--- src/rtl/ps2_pkg.sv ---
// Shared PS/2 constants, frame state encoding and game key codes.
// Latency: n/a (declarations only).
// Backpressure: n/a.
package ps2_pkg;

    // Prefix bytes sent ahead of break and extended scan codes.
    localparam logic [7:0] PS2_BREAK = 8'hF0;
    localparam logic [7:0] PS2_EXT   = 8'hE0;

    // Frame state encoding.
    localparam logic [1:0] ST_IDLE   = 2'd0;
    localparam logic [1:0] ST_DATA   = 2'd1;
    localparam logic [1:0] ST_PARITY = 2'd2;
    localparam logic [1:0] ST_STOP   = 2'd3;

    // Snake game steering keys (set 2 make codes).
    localparam logic [7:0] KEY_I = 8'h43;
    localparam logic [7:0] KEY_K = 8'h42;
    localparam logic [7:0] KEY_J = 8'h3B;
    localparam logic [7:0] KEY_L = 8'h4B;

    // Odd parity: data plus parity bit must contain an odd number of ones.
    function automatic logic odd_parity_ok(input logic [7:0] data, input logic par);
        return ^{data, par};
    endfunction

endpackage

--- src/rtl/ps2_line_filter.sv ---
// Synchronizes one raw PS/2 pin and only lets the level change after FILTER_LEN stable samples.
// Latency: 2 sync cycles + FILTER_LEN cycles from pin edge to o_level/o_fall change.
// Backpressure: none; o_fall is a free-running one-cycle pulse.
module ps2_line_filter #(
    parameter int FILTER_LEN = 8
) (
    input  logic i_clk,
    input  logic i_reset,
    input  logic i_pin,
    output logic o_level,
    output logic o_fall
);

    localparam int CW = $clog2(FILTER_LEN + 1);
    localparam logic [CW-1:0] CNT_LAST = CW'(FILTER_LEN - 1);

    logic          r_sync0;
    logic          r_sync1;
    logic          r_level;
    logic          r_fall;
    logic [CW-1:0] r_cnt;

    // Two-flop synchronizer; idle PS/2 lines are pulled high.
    always_ff @(posedge i_clk) begin
        if (i_reset) begin
            r_sync0 <= 1'b1;
            r_sync1 <= 1'b1;
        end else begin
            r_sync0 <= i_pin;
            r_sync1 <= r_sync0;
        end
    end

    // Stability filter: a differing sample must persist FILTER_LEN cycles to be taken.
    always_ff @(posedge i_clk) begin
        if (i_reset) begin
            r_level <= 1'b1;
            r_fall  <= 1'b0;
            r_cnt   <= '0;
        end else begin
            r_fall <= 1'b0;
            if (r_sync1 != r_level) begin
                if (r_cnt == CNT_LAST) begin
                    r_level <= r_sync1;
                    r_fall  <= r_level & ~r_sync1;
                    r_cnt   <= '0;
                end else begin
                    r_cnt <= r_cnt + 1'b1;
                end
            end else begin
                r_cnt <= '0;
            end
        end
    end

    assign o_level = r_level;
    assign o_fall  = r_fall;

endmodule

--- src/rtl/ps2_scan_code_receiver.sv ---
// Deserializes PS/2 device frames and decodes E0/F0 prefixes into held make/break codes.
// Latency: outputs registered, updating the cycle after the stop-bit falling edge.
// Backpressure: none; consumer samples ps2_data_out as a level, pulses are single-cycle.
module ps2_scan_code_receiver
    import ps2_pkg::*;
#(
    parameter int FILTER_LEN     = 8,
    parameter int TIMEOUT_CYCLES = 100000
) (
    input  logic       clk,
    input  logic       reset,
    input  logic       ps2_clk,
    input  logic       ps2_data,
    output logic [7:0] ps2_data_out,
    output logic       extended,
    output logic       make_valid,
    output logic       break_valid,
    output logic [7:0] break_code,
    output logic       frame_error
);

    localparam int TW = $clog2(TIMEOUT_CYCLES + 1);
    localparam logic [TW-1:0] TO_MAX = TW'(TIMEOUT_CYCLES);

    logic w_fall;
    logic w_clk_level_unused;
    logic w_data;
    logic w_data_fall_unused;

    ps2_line_filter #(.FILTER_LEN(FILTER_LEN)) u_clk_filt (
        .i_clk   (clk),
        .i_reset (reset),
        .i_pin   (ps2_clk),
        .o_level (w_clk_level_unused),
        .o_fall  (w_fall)
    );

    ps2_line_filter #(.FILTER_LEN(FILTER_LEN)) u_data_filt (
        .i_clk   (clk),
        .i_reset (reset),
        .i_pin   (ps2_data),
        .o_level (w_data),
        .o_fall  (w_data_fall_unused)
    );

    logic [1:0]    r_state;
    logic [2:0]    r_bit_cnt;
    logic [7:0]    r_shift;
    logic          r_par_ok;
    logic [TW-1:0] r_to_cnt;
    logic          r_ext_pend;
    logic          r_brk_pend;
    logic [7:0]    r_data_out;
    logic          r_extended;
    logic          r_make_vld;
    logic          r_break_vld;
    logic [7:0]    r_break_code;
    logic          r_frame_err;

    logic w_timeout;
    logic w_stop_done;
    logic w_byte_ok;
    logic w_err;

    // A falling edge always wins over a timeout in the same cycle, since it restarts the counter.
    assign w_timeout   = !w_fall && (r_state != ST_IDLE) && (r_to_cnt == TO_MAX);
    assign w_stop_done = w_fall && (r_state == ST_STOP);
    assign w_byte_ok   = w_stop_done && w_data && r_par_ok;
    assign w_err       = (w_stop_done && !(w_data && r_par_ok)) || w_timeout;

    // Frame state machine and saturating inactivity counter.
    always_ff @(posedge clk) begin
        if (reset) begin
            r_state   <= ST_IDLE;
            r_bit_cnt <= '0;
            r_shift   <= '0;
            r_par_ok  <= 1'b0;
            r_to_cnt  <= '0;
        end else begin
            if (w_fall) begin
                r_to_cnt <= '0;
            end else if (r_to_cnt != TO_MAX) begin
                r_to_cnt <= r_to_cnt + 1'b1;
            end

            if (w_fall) begin
                case (r_state)
                    ST_IDLE: begin
                        if (!w_data) begin
                            r_state   <= ST_DATA;
                            r_bit_cnt <= '0;
                        end
                    end
                    ST_DATA: begin
                        r_shift   <= {w_data, r_shift[7:1]};
                        r_bit_cnt <= r_bit_cnt + 1'b1;
                        if (r_bit_cnt == 3'd7) begin
                            r_state <= ST_PARITY;
                        end
                    end
                    ST_PARITY: begin
                        r_par_ok <= odd_parity_ok(r_shift, w_data);
                        r_state  <= ST_STOP;
                    end
                    default: begin
                        r_state <= ST_IDLE;
                    end
                endcase
            end else if (w_timeout) begin
                r_state <= ST_IDLE;
            end
        end
    end

    // Prefix decoder: only make codes update the held output byte.
    always_ff @(posedge clk) begin
        if (reset) begin
            r_ext_pend   <= 1'b0;
            r_brk_pend   <= 1'b0;
            r_data_out   <= 8'h00;
            r_extended   <= 1'b0;
            r_make_vld   <= 1'b0;
            r_break_vld  <= 1'b0;
            r_break_code <= 8'h00;
            r_frame_err  <= 1'b0;
        end else begin
            r_make_vld  <= 1'b0;
            r_break_vld <= 1'b0;
            r_frame_err <= 1'b0;
            if (w_err) begin
                r_frame_err <= 1'b1;
                r_ext_pend  <= 1'b0;
                r_brk_pend  <= 1'b0;
            end else if (w_byte_ok) begin
                if (r_shift == PS2_EXT) begin
                    r_ext_pend <= 1'b1;
                end else if (r_shift == PS2_BREAK) begin
                    r_brk_pend <= 1'b1;
                end else if (r_brk_pend) begin
                    r_break_code <= r_shift;
                    r_break_vld  <= 1'b1;
                    r_ext_pend   <= 1'b0;
                    r_brk_pend   <= 1'b0;
                end else begin
                    r_data_out <= r_shift;
                    r_extended <= r_ext_pend;
                    r_make_vld <= 1'b1;
                    r_ext_pend <= 1'b0;
                    r_brk_pend <= 1'b0;
                end
            end
        end
    end

    assign ps2_data_out = r_data_out;
    assign extended     = r_extended;
    assign make_valid   = r_make_vld;
    assign break_valid  = r_break_vld;
    assign break_code   = r_break_code;
    assign frame_error  = r_frame_err;

endmodule

--- config.mk ---
export PLATFORM = sky130hd
export DESIGN_NAME = ps2_scan_code_receiver
export DESIGN_NICKNAME = d
export VERILOG_FILES = /design/src/rtl/ps2_pkg.sv /design/src/rtl/ps2_line_filter.sv /design/src/rtl/ps2_scan_code_receiver.sv
export SDC_FILE = /design/constraint.sdc
export NUM_CORES = 1
export LEC_CHECK = 0
export ABC_CLOCK_PERIOD_IN_PS = 6200
export CAP_MARGIN = 20
export CORE_ASPECT_RATIO = 0.75
export CORE_MARGIN = 4
export CORE_UTILIZATION = 45
export DETAILED_ROUTE_END_ITERATION = 7
export GPL_TIMING_DRIVEN = 0
export PLACE_DENSITY_LB_ADDON = 0.2
export SYNTH_ARGS = -nofsm -noshare
export SYNTH_HDL_FRONTEND = slang
export SYNTH_SLANG_ARGS = --single-unit
--- constraint.sdc ---
create_clock -name clk -period 6.2 [get_ports clk]
set_clock_uncertainty 0.1 [all_clocks]
set_input_delay 1.86 -clock clk [delete_from_list [all_inputs] [get_ports clk]]
set_output_delay 1.86 -clock clk [all_outputs]
set_load 0.02 [all_outputs]
# Word-level counts from Yosys, hierarchy flattened
# Index checks and enable logic that the tools add are counted.
# word_totals
wordCells	96
output_inout_bits	20
ff_bits	68
in_bits	4
# op_classes
n_reduce_logical	31
muxes	13
n_eq_ne	16
bitwise_logic	10
add_sub_neg	4
# ops
cell	n
$add 17x1->17 const B	1
$eq 17x17->1 const B	1
$ne 17x17->1 const B	1
$eq 8x8->1 const B	2
$reduce_and 2->1	6
$reduce_and 5->1	2
$not 1->1	9
$reduce_or 3->1	3
$reduce_xor 9->1	1
$add 4x1->4 const B	2
$eq 4x3->1 const B	2
$mux 2	4
$logic_and 1x1->1	7
$mux 1	6
$ne 3x3->1 const B	2
$pmux 2 s3	1
$pmux 3 s2	1
$reduce_and 3->1	2
$reduce_bool 2->1	3
$reduce_or 5->1	1
$eq 2x2->1 const B	2
$ne 2x2->1 const B	2
$reduce_or 2->1	2
$add 3x1->3 const B	1
other kinds (8)	10

# Longest topological paths before layout
# depth
ltp_word	6
mapped_depth	6
depth_no_buf	6

# Modules after synthesis
# From an unflattened synthesis, not the netlist that was laid out.
# hier_totals
cells_unflattened	319
hier_area_um2	3002.9
# modules_own_cells
mod	area_each_um2	seq_area_each_um2	n_inst	cells_each
ps2_scan_code_receiver	2389.8	1061.0	1	263
ps2_line_filter	306.5	160.2	2	28

# Worst setup path before layout
# No wires, ideal clock.
# synth_timing
kind	input-to-reg
start	in reset
end	reg r_to_cnt[0]
path_stages	4
path_slack_ps	3457
arrival_ps	2578
n_path_buf	2
setup_time_ps	65
cell_sequence	or2_2 -> clkbuf_1 -> clkbuf_1 -> nor2_1
# synth_via
elab_chain_len	1
# synth_lines
element	line	text
start: declaration	ps2_scan_code_receiver.sv:11	input logic reset,
$reduce_or 2->1 (no line)	-	
end signal: assignment	ps2_scan_code_receiver.sv:83	r_to_cnt <= r_to_cnt + 1'b1;
end: declaration	ps2_scan_code_receiver.sv:50	logic [TW-1:0] r_to_cnt;
# No other way between the ends.
# A chain may end at the register's enable or synchronous reset.

# Worst setup path in the final report
# layout_timing
start	in reset
end	reg r_bit_cnt[1]
# layout_rtl
element	line	text
end signal: assignment	ps2_scan_code_receiver.sv:96	r_bit_cnt <= r_bit_cnt + 1'b1;
end: declaration	ps2_scan_code_receiver.sv:47	logic [2:0] r_bit_cnt;
# No word-level cell between the ends.

==> qor.txt <==
DIE WIDTH -> 101 um
CTS Buf Count -> 9
Port Buffer Count -> 23
First-pass GRT wire length -> 9780 um
Worst Reg2Reg Path Length in Cells -> 5
Clock share of power -> 42.4%
Max Clock Freq -> 306 MHz
WS Path Type -> in -> reg
Starting Density -> 48.1%
Initial antenna violation count -> 0
Syn_nets -> 333
Root buffer cell -> clkbuf_8
Die height -> 77.4 um
Least-Margin Pin Slew -> 621 ps
Cell area after synthesis -> 0.00289 sq mm
Largest delay share family, worst path -> buffers and inverters
Ratio of cells with drive above 1 in the final layout -> 8.15%
Die area -> 0.00778 sq mm
Maxcap violations -> 0
PwrDens -> 235 mW/mm^2
R2r endpoint -> r_to_cnt[16]$_SDFFE_PP0N_
Int Pwr -> 634 uW
Largest net degree at the start of global routing -> 11
Worst path slowest cell -> clkdlybuf4s50_1
Core ar. -> 0.00601 sq mm
Final period util -> 52.6%
Post-CTS sizing -> 0
Sequential area share after synthesis -> 47.1%
Vias per cell -> 5.19
CP peak stage delay -> 570 ps
Gp weighted congestion -> 0.762
Pre-CTS setup slack -> 2570 ps
Final min period -> 3260 ps
Area contributors post-synth -> dfxtp_1 47%, mux2i_1 5.5%, nor2_1 5.1%
Commonest cells in the synthesized netlist -> 68 x dfxtp_1, 39 x nor2_1, 28 x nand2_1
HP Class -> reg -> reg
Final setup vio count -> 0
Hold WS -> 310 ps
Hold Violations, Final -> 0
Drt wl/cell -> 12.9 um
Total clock sinks -> 68
Cts hold-fix bufs -> 0
Syn. warnings -> 0
H-tree levels -> 3
Worst Slack Setup Final -> 2940 ps
Finished Cell Area -> 0.00341 sq mm
Crit path max fanout -> 10
Net Sw Power -> 167 uW
Number of cell rows -> 24
Outcome -> finished clean
Worst skew pair latency -> 340 ps
GRT overflow -> 0
Cell accounting for the most synthesized area -> dfxtp_1
N_diodes -> 0
Post-CTS setup buffer count -> 0
Avg Inst Size Synth -> 9.09 sq um
Vias in the first global route -> 2100
R2R Path Start -> r_to_cnt[0]$_SDFFE_PP0N_
Comb power frac -> 2.3%
Net count, final -> 367
Count leader, synth -> dfxtp_1
Critical path cell sequence -> clkdlybuf4s50_1 > clkbuf_1 > clkbuf_1 > nor2_1
Top FF cell, synth -> dfxtp_1
Total track usage -> 15.6%
R2R Setup Slk -> 4070 ps
Cell variety after synth -> 45
Worst hold start -> u_data_filt.r_sync0$_SDFF_PP1_
Buf/Inv on CP -> 3
Slew HR -> 58.2%
Via count -> 2251
RSZ-0062 raised after global routing -> false
CP Depth -> 4
Worst IR drop on VDD -> 142 uV
Static Leak -> 0.00121 uW
Hpwl dp -> 4030 um
Mapped Cells -> 318
Final wirelength -> 5620 um
Dpl cell area -> 0.00322 sq mm
Detailed Route Iter0 Violations -> 136
Setup TNS -> 0 ps
Synthesis-stage register bit count -> 68
DRC violations left -> 0
Top-area cell type share of the netlist area -> 47.1%
Worst EP required -> 6310 ps
Synth async-reset ratio -> 0%
Area growth, synth to finish -> 17.8%
Reg power frac -> 55.3%
Max Root-Sink Buffers -> 2
CTS tree -> built
I/O Pins -> 24
Setup crit end kind -> register
Fin. max-slew vios -> 0
Sw Ratio -> 20.9%
Clock transition at the registers of the reported paths -> 60 ps
Critical Path AT -> 3370 ps
DR pass1 iterations -> 5
Antenna Nets Post-Route -> 0
Crit path launch type -> input port
Post-synth EDFFs -> 0
CP dominant cell by count -> clkbuf_1
Hold Path Depth -> 1
Hold Path End -> u_data_filt.r_sync1$_SDFF_PP1_
==> layout by cell type (no fill, tap or decap), types with 4 or more instances in the layout <==
cell type and n:
xor2_1 8, nor2_1 39, xnor2_1 11, clkdlybuf4s50_1 23
a21oi_1 23, nand4_1 5, nand2_1 28, nand3b_1 4
ha_1 11, nand3_1 23, o21ai_0 6, or2_2 6
clkbuf_8 13, mux2i_1 16, dfxtp_1 68, inv_1 12
clkbuf_1 13
==> power groups by stage <==
stage	logic, uW	registers (uW)	clock network (uW)
after floorplan	12.3	452	0
after global placement	18.7	452	0
after detailed placement	18.8	452	0
after CTS	19.1	442	348
after global routing	21.7	443	370
final	18.6	443	340
==> logic make-up (layout without fill, tap and decap cells) <==
logic type | Yosys count | in the layout | synth area share [%]
XOR/XNOR | 20 | 20 | 6.54
multiplexers | 16 | 16 | 5.54
buffers and inverters | 27 | 65 | 3.59
flip-flops | 68 | 68 | 47.1
AND/OR/NAND/NOR | 132 | 132 | 23.1
AO/OA/AOI/OAI | 44 | 44 | 9.35
adder cells (fa/ha/maj) | 11 | 11 | 4.76
==> how the worst max path moves through the flow <==
stage,from,end,slack (ps)
final,reset,r_bit_cnt[1]$_SDFFE_PP0P_,2940
after global routing,reset,r_to_cnt[4]$_SDFFE_PP0N_,2770
after CTS,reset,r_bit_cnt[1]$_SDFFE_PP0P_,2900
after detailed placement,reset,ps2_data_out[3]$_SDFFE_PP0P_,2570
after global placement,reset,ps2_data_out[6]$_SDFFE_PP0P_,2570
after floorplan,reset,r_to_cnt[0]$_SDFFE_PP0N_,3460
==> sequential cells by signal, summed over array words and instances, names as in the netlist, 2 cells and up <==
signal	cells
break_code	8
r_state	2
r_to_cnt	17
r_shift	8
ps2_data_out	8
u_data_filt.r_cnt	4
r_bit_cnt	3
u_clk_filt.r_cnt	4
==> per-layer routing <==
metal	vias up	routed length (um)	global-route usage (%)
met1	1035	3010	22.9
met4	0	100	6.19
li1	1163	-	-
met2	42	2210	20.7
met5	-	0	0
met3	11	295	5.56
==> per-stage QoR <==
step	instances	power [uW]	utilization, %
floorplan	318	464	-
global placement	419	471	53.6
detailed placement	419	471	53.6
CTS	434	809	56.7
global route	434	834	56.7
finish	434	801	56.7
==> layout make-up <==
class | count | area [sq um]
Buffer | 15 | 58.8
Fill cell | 577 | 2600
Sequential cell | 68 | 1360
Clock inverter | 1 | 5.00
Multi-Input combinational cell | 223 | 1430
Inverter | 12 | 45.0
Tap cell | 78 | 97.6
Timing Repair Buffer | 23 | 230
Clock buffer | 14 | 183
Note: power is estimated with default switching activity, not from simulation.
